==> src/rtl/bnn_stream_loader.sv <==
// Binary image / filter-bank loader for the BNN datapath: two independent valid/ready
// bit-streams are packed into flat registers read in parallel by the convolution engine.
module bnn_stream_loader #(
    parameter int IMG_W  = 28,
    parameter int IMG_H  = 28,
    parameter int K      = 3,
    parameter int N_FILT = 8,
    parameter int LANES  = 1
) (
    input  logic                      clk,
    input  logic                      reset_n,
    input  logic                      start,
    input  logic                      keep_wgt,
    input  logic                      pix_valid,
    input  logic [LANES-1:0]          pix_data,
    output logic                      pix_ready,
    input  logic                      wgt_valid,
    input  logic [LANES-1:0]          wgt_data,
    output logic                      wgt_ready,
    output logic [IMG_H*IMG_W-1:0]    pixels,
    output logic [N_FILT*K*K-1:0]     weights,
    output logic                      pix_done,
    output logic                      wgt_done,
    output logic                      load_done,
    output logic                      done_pulse
);
    localparam int PIX_N     = IMG_W * IMG_H;
    localparam int WGT_N     = N_FILT * K * K;
    localparam int PIX_BEATS = PIX_N / LANES;
    localparam int WGT_BEATS = WGT_N / LANES;
    localparam int PCW       = $clog2(PIX_BEATS + 1);
    localparam int WCW       = $clog2(WGT_BEATS + 1);

    generate
        if ((PIX_N % LANES) != 0 || (WGT_N % LANES) != 0) begin : g_lane_check
            $error("bnn_stream_loader: image and filter sizes must be multiples of LANES");
        end
    endgenerate

    typedef enum logic [1:0] {IDLE, LOAD, DONE} state_t;

    state_t           state_reg, state_next;
    logic [PCW-1:0]   pix_cnt_reg;
    logic [WCW-1:0]   wgt_cnt_reg;
    logic             pix_done_reg, wgt_done_reg, done_pulse_reg;
    logic [PIX_N-1:0] pixels_reg;
    logic [WGT_N-1:0] weights_reg;
    logic             retain_wgt, pix_acc, wgt_acc, pix_last, wgt_last;

    // start wins over any beat presented in the same cycle.
    assign retain_wgt = keep_wgt && wgt_done_reg;
    assign pix_ready  = (state_reg == LOAD) && !pix_done_reg;
    assign wgt_ready  = (state_reg == LOAD) && !wgt_done_reg;
    assign pix_acc    = pix_valid && pix_ready && !start;
    assign wgt_acc    = wgt_valid && wgt_ready && !start;
    assign pix_last   = pix_acc && (pix_cnt_reg == PCW'(PIX_BEATS - 1));
    assign wgt_last   = wgt_acc && (wgt_cnt_reg == WCW'(WGT_BEATS - 1));

    always_ff @(posedge clk) begin
        if (!reset_n) begin
            state_reg <= IDLE;
        end else begin
            state_reg <= state_next;
        end
    end

    always_comb begin
        state_next = state_reg;
        if (start) begin
            state_next = LOAD;
        end else if (state_reg == LOAD &&
                     (pix_done_reg || pix_last) && (wgt_done_reg || wgt_last)) begin
            state_next = DONE;
        end
    end

    always_ff @(posedge clk) begin
        if (!reset_n) begin
            pix_cnt_reg    <= '0;
            wgt_cnt_reg    <= '0;
            pix_done_reg   <= 1'b0;
            wgt_done_reg   <= 1'b0;
            done_pulse_reg <= 1'b0;
            pixels_reg     <= '0;
            weights_reg    <= '0;
        end else begin
            done_pulse_reg <= (state_reg == LOAD) && (state_next == DONE);
            if (start) begin
                // Stores are deliberately left intact; new beats overwrite them in order.
                pix_cnt_reg  <= '0;
                pix_done_reg <= 1'b0;
                if (!retain_wgt) begin
                    wgt_cnt_reg  <= '0;
                    wgt_done_reg <= 1'b0;
                end
            end else begin
                if (pix_acc) begin
                    pixels_reg[int'(pix_cnt_reg) * LANES +: LANES] <= pix_data;
                    pix_cnt_reg <= pix_cnt_reg + PCW'(1);
                    if (pix_last) pix_done_reg <= 1'b1;
                end
                if (wgt_acc) begin
                    weights_reg[int'(wgt_cnt_reg) * LANES +: LANES] <= wgt_data;
                    wgt_cnt_reg <= wgt_cnt_reg + WCW'(1);
                    if (wgt_last) wgt_done_reg <= 1'b1;
                end
            end
        end
    end

    assign pixels     = pixels_reg;
    assign weights    = weights_reg;
    assign pix_done   = pix_done_reg;
    assign wgt_done   = wgt_done_reg;
    assign load_done  = (state_reg == DONE);
    assign done_pulse = done_pulse_reg;
endmodule
==> config.mk <==
export PLATFORM = sky130hd
export DESIGN_NAME = bnn_stream_loader
export DESIGN_NICKNAME = d
export VERILOG_FILES = /design/src/rtl/bnn_stream_loader.sv
export SDC_FILE = /design/constraint.sdc
export NUM_CORES = 2
export LEC_CHECK = 0
export CAP_MARGIN = 30
export CORE_AREA = 3 3 340 342
export CTS_CLUSTER_SIZE = 16
export DETAILED_ROUTE_END_ITERATION = 12
export DIE_AREA = 0 0 343 345
export HOLD_SLACK_MARGIN = 0.1
export PLACE_DENSITY = 0.62
export SYNTH_ARGS = -nofsm -noshare
export SYNTH_HDL_FRONTEND = slang
export SYNTH_SLANG_ARGS = --single-unit
==> constraint.sdc <==
create_clock -name clk -period 4.19 [get_ports clk]
set_clock_uncertainty 0.2 [all_clocks]
set_input_delay 0.838 -clock clk [delete_from_list [all_inputs] [get_ports clk]]
set_output_delay 0.838 -clock clk [all_outputs]
set_load 0.02 [all_outputs]
Yosys cells after proc, flatten, opt, wreduce, memory -nomap -nowiden
Index checks and enable logic that the tools add are counted.
{ "classes": {"addsub": 4, "mul": 0, "div_mod_pow": 0, "n_lt_le_gt_ge": 0, "eq_ne": 6, "n_shift": 4, "muxes": 11, "bitwise_logic": 2, "reduce_logical": 25} }
{ "ops": {"columns": ["operator", "count"], "rows": [
  ["$bwmux W784", 1],
  ["$shift A1 B33 Y784 const A", 1],
  ["$shiftx A1 B33 Y784", 1],
  ["$bwmux W72", 1],
  ["$shift A1 B33 Y72 const A", 1],
  ["$shiftx A1 B33 Y72", 1],
  ["$neg A10 Y33", 1],
  ["$neg A7 Y33", 1],
  ["$mux W7", 3],
  ["$logic_and A1 B1 Y1", 12],
  ["$add A10 B1 Y10 const B", 1],
  ["$eq A10 B10 Y1 const B", 1],
  ["$reduce_and A2 Y1", 4],
  ["$add A7 B1 Y7 const B", 1],
  ["$eq A7 B7 Y1 const B", 1],
  ["$eq A2 B2 Y1 const B", 2],
  ["$mux W1", 4],
  ["$mux W2", 2],
  ["$reduce_bool A2 Y1", 2],
  ["$logic_not A1 Y1", 3],
  ["$reduce_and A3 Y1", 1],
  ["$eq A2 B1 Y1 const B", 1],
  ["$logic_or A1 B1 Y1", 2],
  ["$ne A2 B2 Y1 const B", 1],
  ["2 further kinds", 3]
]} }
{ "totals": {"register_bits": 878, "latchBits": 0, "mem_bits_rw": 0, "romBits": 0, "input_bits": 8, "output_inout_bits": 862, "elab_cells": 60, "n_memories": 0} }

Depth between registers and ports, before layout
{ "logic_depth": {"depth_word": 12, "mapped_depth": 15, "depth_no_buf": 10} }

Worst setup path before layout
OpenSTA, ideal clock, no wires.
{ "synth_path": {"path_kind": "register to register", "start": "register pix_cnt_reg[0]", "end": "register pixels_reg[112], in the netlist pixels[112]", "setup_time_ps": 70, "t_arrival_ps": 3195, "t_required_ps": 3920, "setup_slack_ps": 724, "path_stages_with_launch": 12, "n_path_buf": 1, "synth_period_minus_slack_ps": 3466, "cell_sequence": "dfxtp_1 buf_2 nor2_1 nand2_1 nor2_1 ha_1 inv_1 or3_1 nor2_1 nand3_1 or4b_2 a21oi_1"} }
{ "synth_via": {"elab_chain_len": 3, "elab_cells_between_ends": 4, "classes_between": "1 x add/sub; 2 x shift; 1 x mux"} }
{ "synth_rtl": {"columns": ["element", "line_no", "rtl"], "rows": [
  ["start, declared", "43", "logic [PCW-1:0] pix_cnt_reg;"],
  ["start signal, assigned", "99", "pix_cnt_reg <= pix_cnt_reg + PCW'(1);"],
  ["$neg A10 Y33 *", "98", "pixels_reg[int'(pix_cnt_reg) * LANES +: LANES] <= pix_data;"],
  ["$shiftx A1 B33 Y784 / $shift A1 B33 Y784 (equally long branches)", "98", null],
  ["$bwmux W784 *", "98", null],
  ["end signal, assigned by index", "98", null],
  ["end, declared", "46", "logic [PIX_N-1:0] pixels_reg;"]
]} }
Every way passes the cells marked *; elsewhere a longest branch is shown, timed or not.
A chain may end at the register's enable or synchronous reset.

Final worst setup path
{ "layout_path": {"start": "register pix_cnt_reg[7]", "end": "register pixels_reg[612], in the netlist pixels[612]"} }
Same word-level chain as after synthesis.

==> flow_summary_export.csv <==
group,metric,value,unit
run_status,outcome,"complete, no violations",
routing,first_pass_iters,6,
yosys,synth_cells,3902,
power,p_comb_share,2.4,%
timing,fin_setup_tns,0,ns
routing,wl,206.0,mm
yosys,synth-xor-area-share,0.6351,%
yosys,synth-compound-area-share,35.57,%
grt,gr-total-overflow,0,
setup_path,crit_fanout,35,
yosys,synth_top_family_by_area,"compound AO/OA/AOI/OAI gates",
yosys,syn_area_per_cell,9.543,µm²
placed_design,hpwl,144.0,mm
grt,antenna_found_initial,1,
floorplan,chipWidth,343,µm
timing,slew-limit-headroom,30.39,%
setup_path,cp_cell_sequence,"or4_1 > nor2_1 > ha_1 > or3_1 > nor2_1 > nand3_4 > buf_12 > o41ai_1",
final_layout,syn2layout_area_growth,38.92,%
cts,cts_tree,"built",
yosys,synth_cell_types,76,
routing,via_count,38960,
setup_path,arrival,4.13,ns
cts,htreeDepth,3,
power,power,17760,µW
timing,max_freq,267.7,MHz
timing,finalCriticalPeriod,3.735,ns
yosys,synth_adder_area_share,0.2016,%
timing,grt_setup_unrepaired,"no",
setup_path,cp-start-kind,"flip-flop",
yosys,ys_top_cells_by_count,"878 x dfxtp_1, 732 x o211ai_1, 495 x o41ai_1",
final_layout,finalNetCount,4584,
yosys,synthDominantCellAreaShare,47.20,%
cts,numCtsBuffers,99,
run,maxCapViolations,0,
power,intPower,13600,µW
timing,period_share,89.14,%
grt,grt_pass1_vias,35720,
routing,drc,0,
setup_path,reg2reg_depth,8,
power,power.net_switching,4155,µW
final_layout,diodes,0,
power,switching_share,23.40,%
final_layout,largest_reg_flops,784,
timing,fin_ws,0.4549,ns
yosys,yosys_warnings,0,
power,power.density,343.3,nW/µm²
power,seq_power_share,47.0,%
yosys,ys_top_cells_by_area,"dfxtp_1 47%, o211ai_1 15%, o41ai_1 12%",
setup_path,critPathBufInv,1,
yosys,yosys.area_share.simple,9.247,%
grt,grt_usage,33.11,%
grt,grt_max_degree,178,
floorplan,rows,123,
grt,grt_pass1_wl,285.9,mm
floorplan,start_util,33.05,%
routing,routedWlPerCell,33.50,µm
hold_path,hold_path.class,"reg -> reg",
yosys,muxShareOfSynthArea,1.075,%
floorplan,die_h,345,µm
cts,postCtsHoldBufs,0,
placed_design,dp_worst_setup_slack,0.1442,ns
timing,drv_slew,0,
setup_path,path_class,"reg -> reg",
cts,cts_resized,0,
setup_path,required,4.58,ns
routing,drt.antenna.violating_nets,0,
placed_design,place.gp.congestion,1.008,
floorplan,io_pins,870,
final_layout,final_layout_size_suffix_gt1_share,11.87,%
yosys,ys_seq_area_share,47.20,%
power,ir_drop,0.0003109,V
final_layout,final_util,45.92,%
setup_path,cpPeakStageDelay,0.59,ns
setup_path,crit_cells,8,
routing,drt_iter0_markers,4387,
yosys,synth_edf_count,0,
setup_path,cpMostUsedCell,"nor2_1",
timing,setup_viol_count_final,0,
yosys,ys_seq_elements,878,
setup_path,cp-end-kind,"flip-flop",
placed_design,port_buffers,869,
floorplan,core_area,112700,µm²
cts,path_clk_slew,0.06,ns
yosys,netlist_area,37240,µm²
yosys,yosysMostFrequentCell,"dfxtp_1",
cts,cts_root_buf,"clkbuf_16",
yosys,yosysTopAreaCell,"dfxtp_1",
cts,clk_latency,0.71,ns
timing,hold_viol,0,
setup_path,slowest_stage,"or4_1",
power,clkPwrFrac,50.5,%
power,p_leak,0.01672,µW
yosys,synthesis.nets,3916,
floorplan,die_area,118300,µm²
routing,routed_via_density,6.336,
setup_path,critPathTopFamily,"simple AND/OR/NAND/NOR gates",
yosys,async_reset_ff_share,0,%
timing,tightestPinTransition,1.044,ns
hold_path,hold_path_depth,2,
cts,numClockSinks,878,
cts,cts.path.max_buffers,3,
cts,postCtsSetupBuffers,0,
yosys,synthFlopType,"dfxtp_1",
-- cells in the final DEF (no fill, tap or decap), drive strengths merged, types with 10 or more instances in the layout --
cell,n
a21oi,87
a41o,24
buf,253
clkbuf,138
clkdlybuf4s50,868
clkinv,25
dfxtp,878
inv,17
mux2i,40
nand2,232
nand2b,25
nand3,162
nand4,20
nor2,117
nor3,33
nor4,10
o211ai,732
o21ai,68
o31ai,213
o41ai,523
or3,21
or4,32
xnor2,16
xor2,11
-- kinds of logic (layout without fill, tap and decap cells) --
| group | count (synthesis) | in the layout |
|---|---|---|
| adders and majority gates | 6 | 6 |
| and+or+nand+nor | 702 | 702 |
| AOI/OAI and AO/OA | 1683 | 1683 |
| DFF | 878 | 878 |
| xor gates and xnor gates | 27 | 27 |
| buffers and inverters | 566 | 1313 |
| muxes | 40 | 40 |
-- worst min-delay path, cell delays in order (launching register included) --
cell	delay, ns
dfxtp_1	0.31
nand2_1	0.05
mux2i_1	0.05
-- final cells by class --
class	instances	area (µm²)
tap	1500	1877
timing repair buffer	1121	11110
multi-input combinational	2458	17810
inverter	12	45.04
clock buffer	138	2835
fill	10720	60920
sequential	878	17580
clock inverter	42	475.5
-- per-layer routing --
metal	up-vias	share of wire (%)	global-route usage [%]
met2	2349	44	50.99
met4	0	6.4	17.27
met3	466	11	11.11
met1	19080	38	40.88
met5	-	0	0
li1	17060	-	-
-- worst paths after layout --
path,start,endpoint,slack [ns]
setup / recovery,pix_cnt_reg[7]$_SDFFE_PP0P_,pixels[612]$_SDFFE_PN0P_,0.45
setup reg to reg,pix_cnt_reg[7]$_SDFFE_PP0P_,pixels[612]$_SDFFE_PN0P_,0.45
hold reg to reg,weights[68]$_SDFFE_PN0P_,weights[68]$_SDFFE_PN0P_,0.26
hold / removal,weights[68]$_SDFFE_PN0P_,weights[68]$_SDFFE_PN0P_,0.26
-- power by group through the flow --
stage / clock network [µW] / registers, µW / logic (µW)
after CTS: 9060 / 8350 / 419
after global placement: 0 / 8540 / 421
after global routing: 9400 / 8350 / 446
final: 8980 / 8350 / 431
after floorplan: 0 / 8540 / 248
after detailed placement: 0 / 8540 / 419
-- per-stage QoR --
stage / instance area, µm² / cells / hold slack [ns]
2_1_floorplan: 37240 / 3902 / 0.2696
3_3_place_gp: 48400 / 5968 / 0.2456
3_5_place_dp: 48400 / 5968 / 0.2515
4_1_cts: 51710 / 6148 / 0.2610
5_1_grt: 51730 / 6149 / 0.2810
6_report: 51730 / 6149 / 0.2561
Note: power is estimated with default switching activity, not from simulation.
